$ cat config.mk
export PLATFORM = sky130hd
export DESIGN_NAME = cheat_engine_mc
export DESIGN_NICKNAME = d
export VERILOG_FILES = /design/src/rtl/cheat_engine_mc.sv
export SDC_FILE = /design/constraint.sdc
export NUM_CORES = 1
export LEC_CHECK = 0
export ABC_AREA = 0
export CAP_MARGIN = 5
export CORE_UTILIZATION = 45
export DETAILED_ROUTE_END_ITERATION = 16
export PLACE_DENSITY = 0.65
export SLEW_MARGIN = 20
export SYNTH_ARGS = -nofsm -noshare
export SYNTH_HDL_FRONTEND = slang
export SYNTH_SLANG_ARGS = --single-unit
$ cat constraint.sdc
create_clock -name clk -period 4.1 [get_ports clk]
set_input_delay 0.82 -clock clk [delete_from_list [all_inputs] [get_ports clk]]
set_output_delay 0.82 -clock clk [all_outputs]
set_load 0.02 [all_outputs]
$ cat src/rtl/cheat_engine_mc.sv
// Cheat-code override engine: 4-word code loader feeding MAX_CODES match slots.
// The highest-index matching slot replaces CPU read data. OUT_REG adds one
// register stage on the override outputs.
module cheat_engine_mc #(
    parameter int ADDR_WIDTH = 16,
    parameter int DATA_WIDTH = 8,
    parameter int MAX_CODES  = 8,
    parameter int OUT_REG    = 0,
    localparam int SW = $clog2(MAX_CODES),
    localparam int CW = $clog2(MAX_CODES + 1)
) (
    input  logic                  clk,
    input  logic                  reset_n,
    input  logic                  clear,
    input  logic                  enable,
    input  logic                  wr_valid,
    output logic                  wr_ready,
    input  logic [31:0]           wr_data,
    output logic                  load_err,
    input  logic [ADDR_WIDTH-1:0] addr_in,
    input  logic [DATA_WIDTH-1:0] data_in,
    output logic                  available,
    output logic [CW-1:0]         count,
    output logic                  full,
    output logic                  o_genie_ovr,
    output logic [DATA_WIDTH-1:0] o_genie_data,
    output logic [SW-1:0]         o_hit_slot
);

    typedef enum logic [2:0] {W0, W1, W2, W3, COMMIT} state_t;

    state_t state, state_nxt;

    logic        f_cmp, f_en, f_auto;
    logic [5:0]  f_idx;
    logic [ADDR_WIDTH-1:0] c_addr;
    logic [DATA_WIDTH-1:0] c_cmp, c_rep;

    logic [MAX_CODES-1:0]                 valid, slot_cmp_en, hit;
    logic [MAX_CODES-1:0][ADDR_WIDTH-1:0] slot_addr;
    logic [MAX_CODES-1:0][DATA_WIDTH-1:0] slot_cmp, slot_rep;

    logic          beat, sync_clr;
    logic          free_any, idx_ok, do_write, do_del, commit_err;
    logic [SW-1:0] free_idx, tgt_idx;

    logic                  m_ovr;
    logic [DATA_WIDTH-1:0] m_data;
    logic [SW-1:0]         m_idx;

    assign sync_clr  = !reset_n || clear;
    assign wr_ready  = (state != COMMIT);
    assign beat      = wr_valid && wr_ready;
    assign available = (count != '0);
    assign full      = (count == CW'(MAX_CODES));
    assign idx_ok    = ({26'd0, f_idx} < 32'(MAX_CODES));

    // Loader state register
    always_ff @(posedge clk) begin
        if (sync_clr) state <= W0;
        else          state <= state_nxt;
    end

    // Loader next state: advance on each accepted beat, COMMIT always one cycle
    always_comb begin
        state_nxt = state;
        case (state)
            W0:      if (beat) state_nxt = W1;
            W1:      if (beat) state_nxt = W2;
            W2:      if (beat) state_nxt = W3;
            W3:      if (beat) state_nxt = COMMIT;
            default: state_nxt = W0;
        endcase
    end

    // Capture the code words as they stream in; upper bits are dropped
    always_ff @(posedge clk) begin
        if (beat) begin
            case (state)
                W0: begin
                    f_cmp  <= wr_data[0];
                    f_en   <= wr_data[1];
                    f_auto <= wr_data[2];
                    f_idx  <= wr_data[21:16];
                end
                W1:      c_addr <= wr_data[ADDR_WIDTH-1:0];
                W2:      c_cmp  <= wr_data[DATA_WIDTH-1:0];
                W3:      c_rep  <= wr_data[DATA_WIDTH-1:0];
                default: ;
            endcase
        end
    end

    // Lowest-index free slot for auto allocation
    always_comb begin
        free_any = 1'b0;
        free_idx = '0;
        for (int i = MAX_CODES - 1; i >= 0; i--) begin
            if (!valid[i]) begin
                free_any = 1'b1;
                free_idx = SW'(i);
            end
        end
    end

    // Commit decision: write, delete or discard with error
    always_comb begin
        do_write   = 1'b0;
        do_del     = 1'b0;
        commit_err = 1'b0;
        tgt_idx    = f_idx[SW-1:0];
        if (state == COMMIT) begin
            if (f_auto) begin
                if (f_en && free_any) begin
                    do_write = 1'b1;
                    tgt_idx  = free_idx;
                end else begin
                    commit_err = 1'b1;
                end
            end else if (!idx_ok) begin
                commit_err = 1'b1;
            end else if (f_en) begin
                do_write = 1'b1;
            end else begin
                do_del = 1'b1;
            end
        end
    end

    // Slot storage, valid-slot count and the error pulse
    always_ff @(posedge clk) begin
        if (sync_clr) begin
            valid    <= '0;
            count    <= '0;
            load_err <= 1'b0;
        end else begin
            load_err <= commit_err;
            if (do_write) begin
                valid[tgt_idx]       <= 1'b1;
                slot_cmp_en[tgt_idx] <= f_cmp;
                slot_addr[tgt_idx]   <= c_addr;
                slot_cmp[tgt_idx]    <= c_cmp;
                slot_rep[tgt_idx]    <= c_rep;
                if (!valid[tgt_idx]) count <= count + CW'(1);
            end else if (do_del) begin
                valid[tgt_idx] <= 1'b0;
                if (valid[tgt_idx]) count <= count - CW'(1);
            end
        end
    end

    for (genvar g = 0; g < MAX_CODES; g++) begin : g_slot
        assign hit[g] = valid[g] && (slot_addr[g] == addr_in) &&
                        (!slot_cmp_en[g] || (slot_cmp[g] == data_in));
    end

    // Priority select: ascending scan so the highest hitting index wins
    always_comb begin
        m_ovr  = 1'b0;
        m_data = '0;
        m_idx  = '0;
        if (enable) begin
            for (int i = 0; i < MAX_CODES; i++) begin
                if (hit[i]) begin
                    m_ovr  = 1'b1;
                    m_data = slot_rep[i];
                    m_idx  = SW'(i);
                end
            end
        end
    end

    if (OUT_REG != 0) begin : g_oreg
        // Registered override outputs, one cycle behind the bus
        always_ff @(posedge clk) begin
            if (sync_clr) begin
                o_genie_ovr  <= 1'b0;
                o_genie_data <= '0;
                o_hit_slot   <= '0;
            end else begin
                o_genie_ovr  <= m_ovr;
                o_genie_data <= m_data;
                o_hit_slot   <= m_idx;
            end
        end
    end else begin : g_ocomb
        assign o_genie_ovr  = m_ovr;
        assign o_genie_data = m_data;
        assign o_hit_slot   = m_idx;
    end

endmodule
==> flow_summary.ini, run 1 <==
[clocking]
clock-sinks = 321
clk-insertion-delay-late_ps = 510
tritoncts = done
cts_max_level = 2
cts_hold_buffers = 0
clk_root_buffer_cell = sky130_fd_sc_hd__clkbuf_16
clk_path_buf_depth = 3
cts.clk_slew.worst_paths_ps = 60
cts_made_buffers = 34

[synth]
yosys_warnings = 0
dominant_combinational_cell_family_by_area_after_synthesis = XOR/XNOR gates
postSynth.topFlopCell = sky130_fd_sc_hd__edfxtp_1
synthMuxAreaShare_pct = 0.471
synth_seq_area_share_pct = 71.3
synthCells = 878
yosysUniqueCellTypes = 52
post_synth_fa_ha_maj_area_fraction_pct = 0.339
post_synth_most_frequent_cells = sky130_fd_sc_hd__edfxtp_1 (305), sky130_fd_sc_hd__xnor2_1 (166), sky130_fd_sc_hd__nand2_1 (45)
yosysTopAreaCellShare_pct = 68.9
post_synth_xor_area_fraction_pct = 12.8
synthesis.nets = 942
synth_compound_area_share_pct = 5.37
post-synth-top-area-cell = sky130_fd_sc_hd__edfxtp_1
yosys.cell_count.top_type = sky130_fd_sc_hd__edfxtp_1
ys_top_cells_by_area = sky130_fd_sc_hd__edfxtp_1 (69%), sky130_fd_sc_hd__xnor2_1 (11%), sky130_fd_sc_hd__dfxtp_1 (2.4%), sky130_fd_sc_hd__nand4_1 (1.9%), sky130_fd_sc_hd__xor2_1 (1.8%)
synth-simple-area-share_pct = 7.64
async_set_or_reset_flop_fraction_in_the_synthesized_netlist_pct = 0
yosys_register_bits = 321
mappedNetlistArea_um2 = 13300
syn_area_per_cell_um2 = 15.1
synth-edff-count = 305

[worst_setup_path]
worstPathArrival_ps = 3260
critical_path_class = in -> out
critical_path.endpoint_type = primary output
r2r_slack_ps = 790
path_max_fanout = 7
critical_path_required_ps = 3280
timing.critical_path.from_type = input port

[detailed_routing]
detailroute.via_count = 7870
route.detailed.drc = 0
detailed_routing_iterations_pass_1 = 5
wirelength_met1_um = 14300
dr.max_layer_used = met4
antenna_left = 0
drt-total-wl_um = 31600
drt-vias-per-instance = 5.30
met3RoutedLength_um = 1680
wl_met2_um = 15100
wl_per_cell_um = 21.2
initialDrtViolationCount = 676

[power_and_ir_drop]
pwr-share-comb_pct = 5.0
ir_worst_vdd_mv = 0.290
p_sw_w = 0.00141
internal-power_w = 0.00546
power.switching_fraction_pct = 20.5
pwr_total_w = 0.00688
power_per_cell_area_nw_per_um2 = 403
p_leak_nw = 5.72
share_clk_of_total_power_pct = 43.0
share_seq_of_total_power_pct = 52.1

[global_routing]
grt_overflow = 0
grt_usage_pct = 20.8
grt_max_degree = 34
first_global_vias = 7822
antenna_violations_before_repair = 0
grt_first_pass_wirelength_um = 47100

[timing]
post-route-min-period_ps = 4080
rsz0062_at_grt = true
final.setup.worst_slack_ps = 23.9
period_share_pct = 99.4
timing_hold_violations_final = 0
timing.final.setup_violations = 0
worst_slew_pin_slew_ps = 792
finalClockSkew_ps = 19.4
timing.slew.headroom_pct = 46.6
slew_violations = 0
max_freq_mhz = 245
hold_worst_slack_ps = 510

[placement]
pre_cts_slack_ps = -781
place_congestion = 0.854
port-buffer-count = 70
place.detailed.hpwl_um = 20400
numPlacedInstances = 1395

[floorplanning]
core.rowCount = 62
fp.dieW_um = 174
initial_utilization_pct = 46.1
die_y_um = 174
core_area_um2 = 28900
floorplan.die_area_um2 = 30200
boundaryPins = 81

[run_status]
status = complete, no violations

[flow_run]
max-cap-violations = 0

[cells_and_area]
final_cell_count_no_fill = 1486
final_nets = 1142
post-route-util_pct = 59.1
drive_above_1_share_pct = 27.8
antenna_cells = 0
areaGrowthSynthToFinish_pct = 28.4

[min_path]
timing.hold.worst.class = reg -> reg
[worst max-delay path, stage by stage]
cell                       delay, ps
sky130_fd_sc_hd__clkbuf_2         80
sky130_fd_sc_hd__buf_6           130
sky130_fd_sc_hd__xnor2_2         170
sky130_fd_sc_hd__nand4_1         200
sky130_fd_sc_hd__nor4_4          310
sky130_fd_sc_hd__buf_4           180
sky130_fd_sc_hd__and4_4          290
sky130_fd_sc_hd__buf_12          130
sky130_fd_sc_hd__buf_8            90
sky130_fd_sc_hd__nor2_2           50
sky130_fd_sc_hd__a221oi_2        290
sky130_fd_sc_hd__o311ai_2        150
sky130_fd_sc_hd__and3_1          220
sky130_fd_sc_hd__buf_6           130
[layout by cell type, fill, tap and decap left out, drive strengths merged, types with 12 or more instances in the layout]
cell type / synthesis / layout
clkbuf: 9 / 58
nand3: 18 / 18
edfxtp: 305 / 305
dfxtp: 16 / 16
buf: 29 / 140
inv: 23 / 24
clkdlybuf4s50: 0 / 34
xor2: 28 / 28
nand4: 40 / 40
xnor2: 166 / 166
a21oi: 15 / 15
nand2: 45 / 45
o21ai: 42 / 42
nor2: 32 / 32
nor4: 12 / 12
[power by group through the flow]
stage / sequential (W) / combinational, W / clock (W)
after global placement: 0.00365 / 0.000305 / 0
after CTS: 0.00358 / 0.000325 / 0.00299
after floorplan: 0.00364 / 0.000163 / 0
after global routing: 0.00358 / 0.000364 / 0.00312
final: 0.00358 / 0.000342 / 0.00295
after detailed placement: 0.00365 / 0.000308 / 0
[repair_timing]
| action | in CTS | in global routing |
|---|---|---|
| gates resized for setup | 143 | 110 |
| gates cloned | 1 | 3 |
| buffers inserted | 13 | 16 |
| setup endpoints to repair | 12 | 12 |
| pin swaps | 43 | 51 |
[logic make-up (layout without fill, tap and decap cells)]
group	count (synthesis)	in the layout
multiplexers	5	5
XOR/XNOR	194	194
AO/OA/AOI/OAI	105	105
adder cells (fa/ha/maj)	3	3
buffers and inverters	61	285
AND/OR/NAND/NOR	189	189
flip-flops	321	321
[path summary, 6_finish.rpt]
check / cells after the start / end / start
max: 14 / o_genie_data[3] / addr_in[5]
min: 1 / state[0] / state[2]
max reg2reg: 10 / slot_cmp[28] / flip-flop
min reg2reg: 1 / state[0] / state[2]
[layout make-up]
class / instances / area, um2
Clock buffer: 43 / 958
Clock inverter: 17 / 116
Fill cell: 2184 / 11800
Inverter: 23 / 86.3
Multi-Input combinational cell: 496 / 4110
Sequential cell: 321 / 9480
Tap cell: 384 / 480
Timing Repair Buffer: 202 / 1830
[routing by layer]
layer  global-route usage [%]  vias to the layer above
li1                         -                     3650
met1                     30.3                     3917
met2                     33.4                      266
met3                     2.72                       37
met4                     4.90                        0
met5                        0                        -
[registers in the layout (all words and copies together), names as in the netlist, named ones only]
| register | cells |
|---|---|
| c_addr | 16 |
| c_cmp | 8 |
| c_rep | 8 |
| count | 4 |
| f_auto | 1 |
| f_cmp | 1 |
| f_en | 1 |
| f_idx | 6 |
| load_err | 1 |
| slot_addr | 128 |
| slot_cmp | 64 |
| slot_cmp_en | 8 |
| slot_rep | 64 |
| state | 3 |
[metrics by stage]
stage	TNS (ps)	cell area, um2
floorplan	0	13300
global placement	-8060	15200
detailed placement	-8030	15200
CTS	0	16600
global route	-235	17100
finish	0	17100
No activity file was read; power rests on OpenSTA's default activity.
==> inputs of run 2 (changes only) <==
--- a/config.mk
+++ b/config.mk
@@ -10,6 +10,7 @@
 export CORE_UTILIZATION = 45
 export DETAILED_ROUTE_END_ITERATION = 16
 export PLACE_DENSITY = 0.65
+export RECOVER_POWER = 25
 export SLEW_MARGIN = 20
 export SYNTH_ARGS = -nofsm -noshare
 export SYNTH_HDL_FRONTEND = slang
==> results of run 2 <==
Final layout, timing and power as in run 1 (identical DEF).
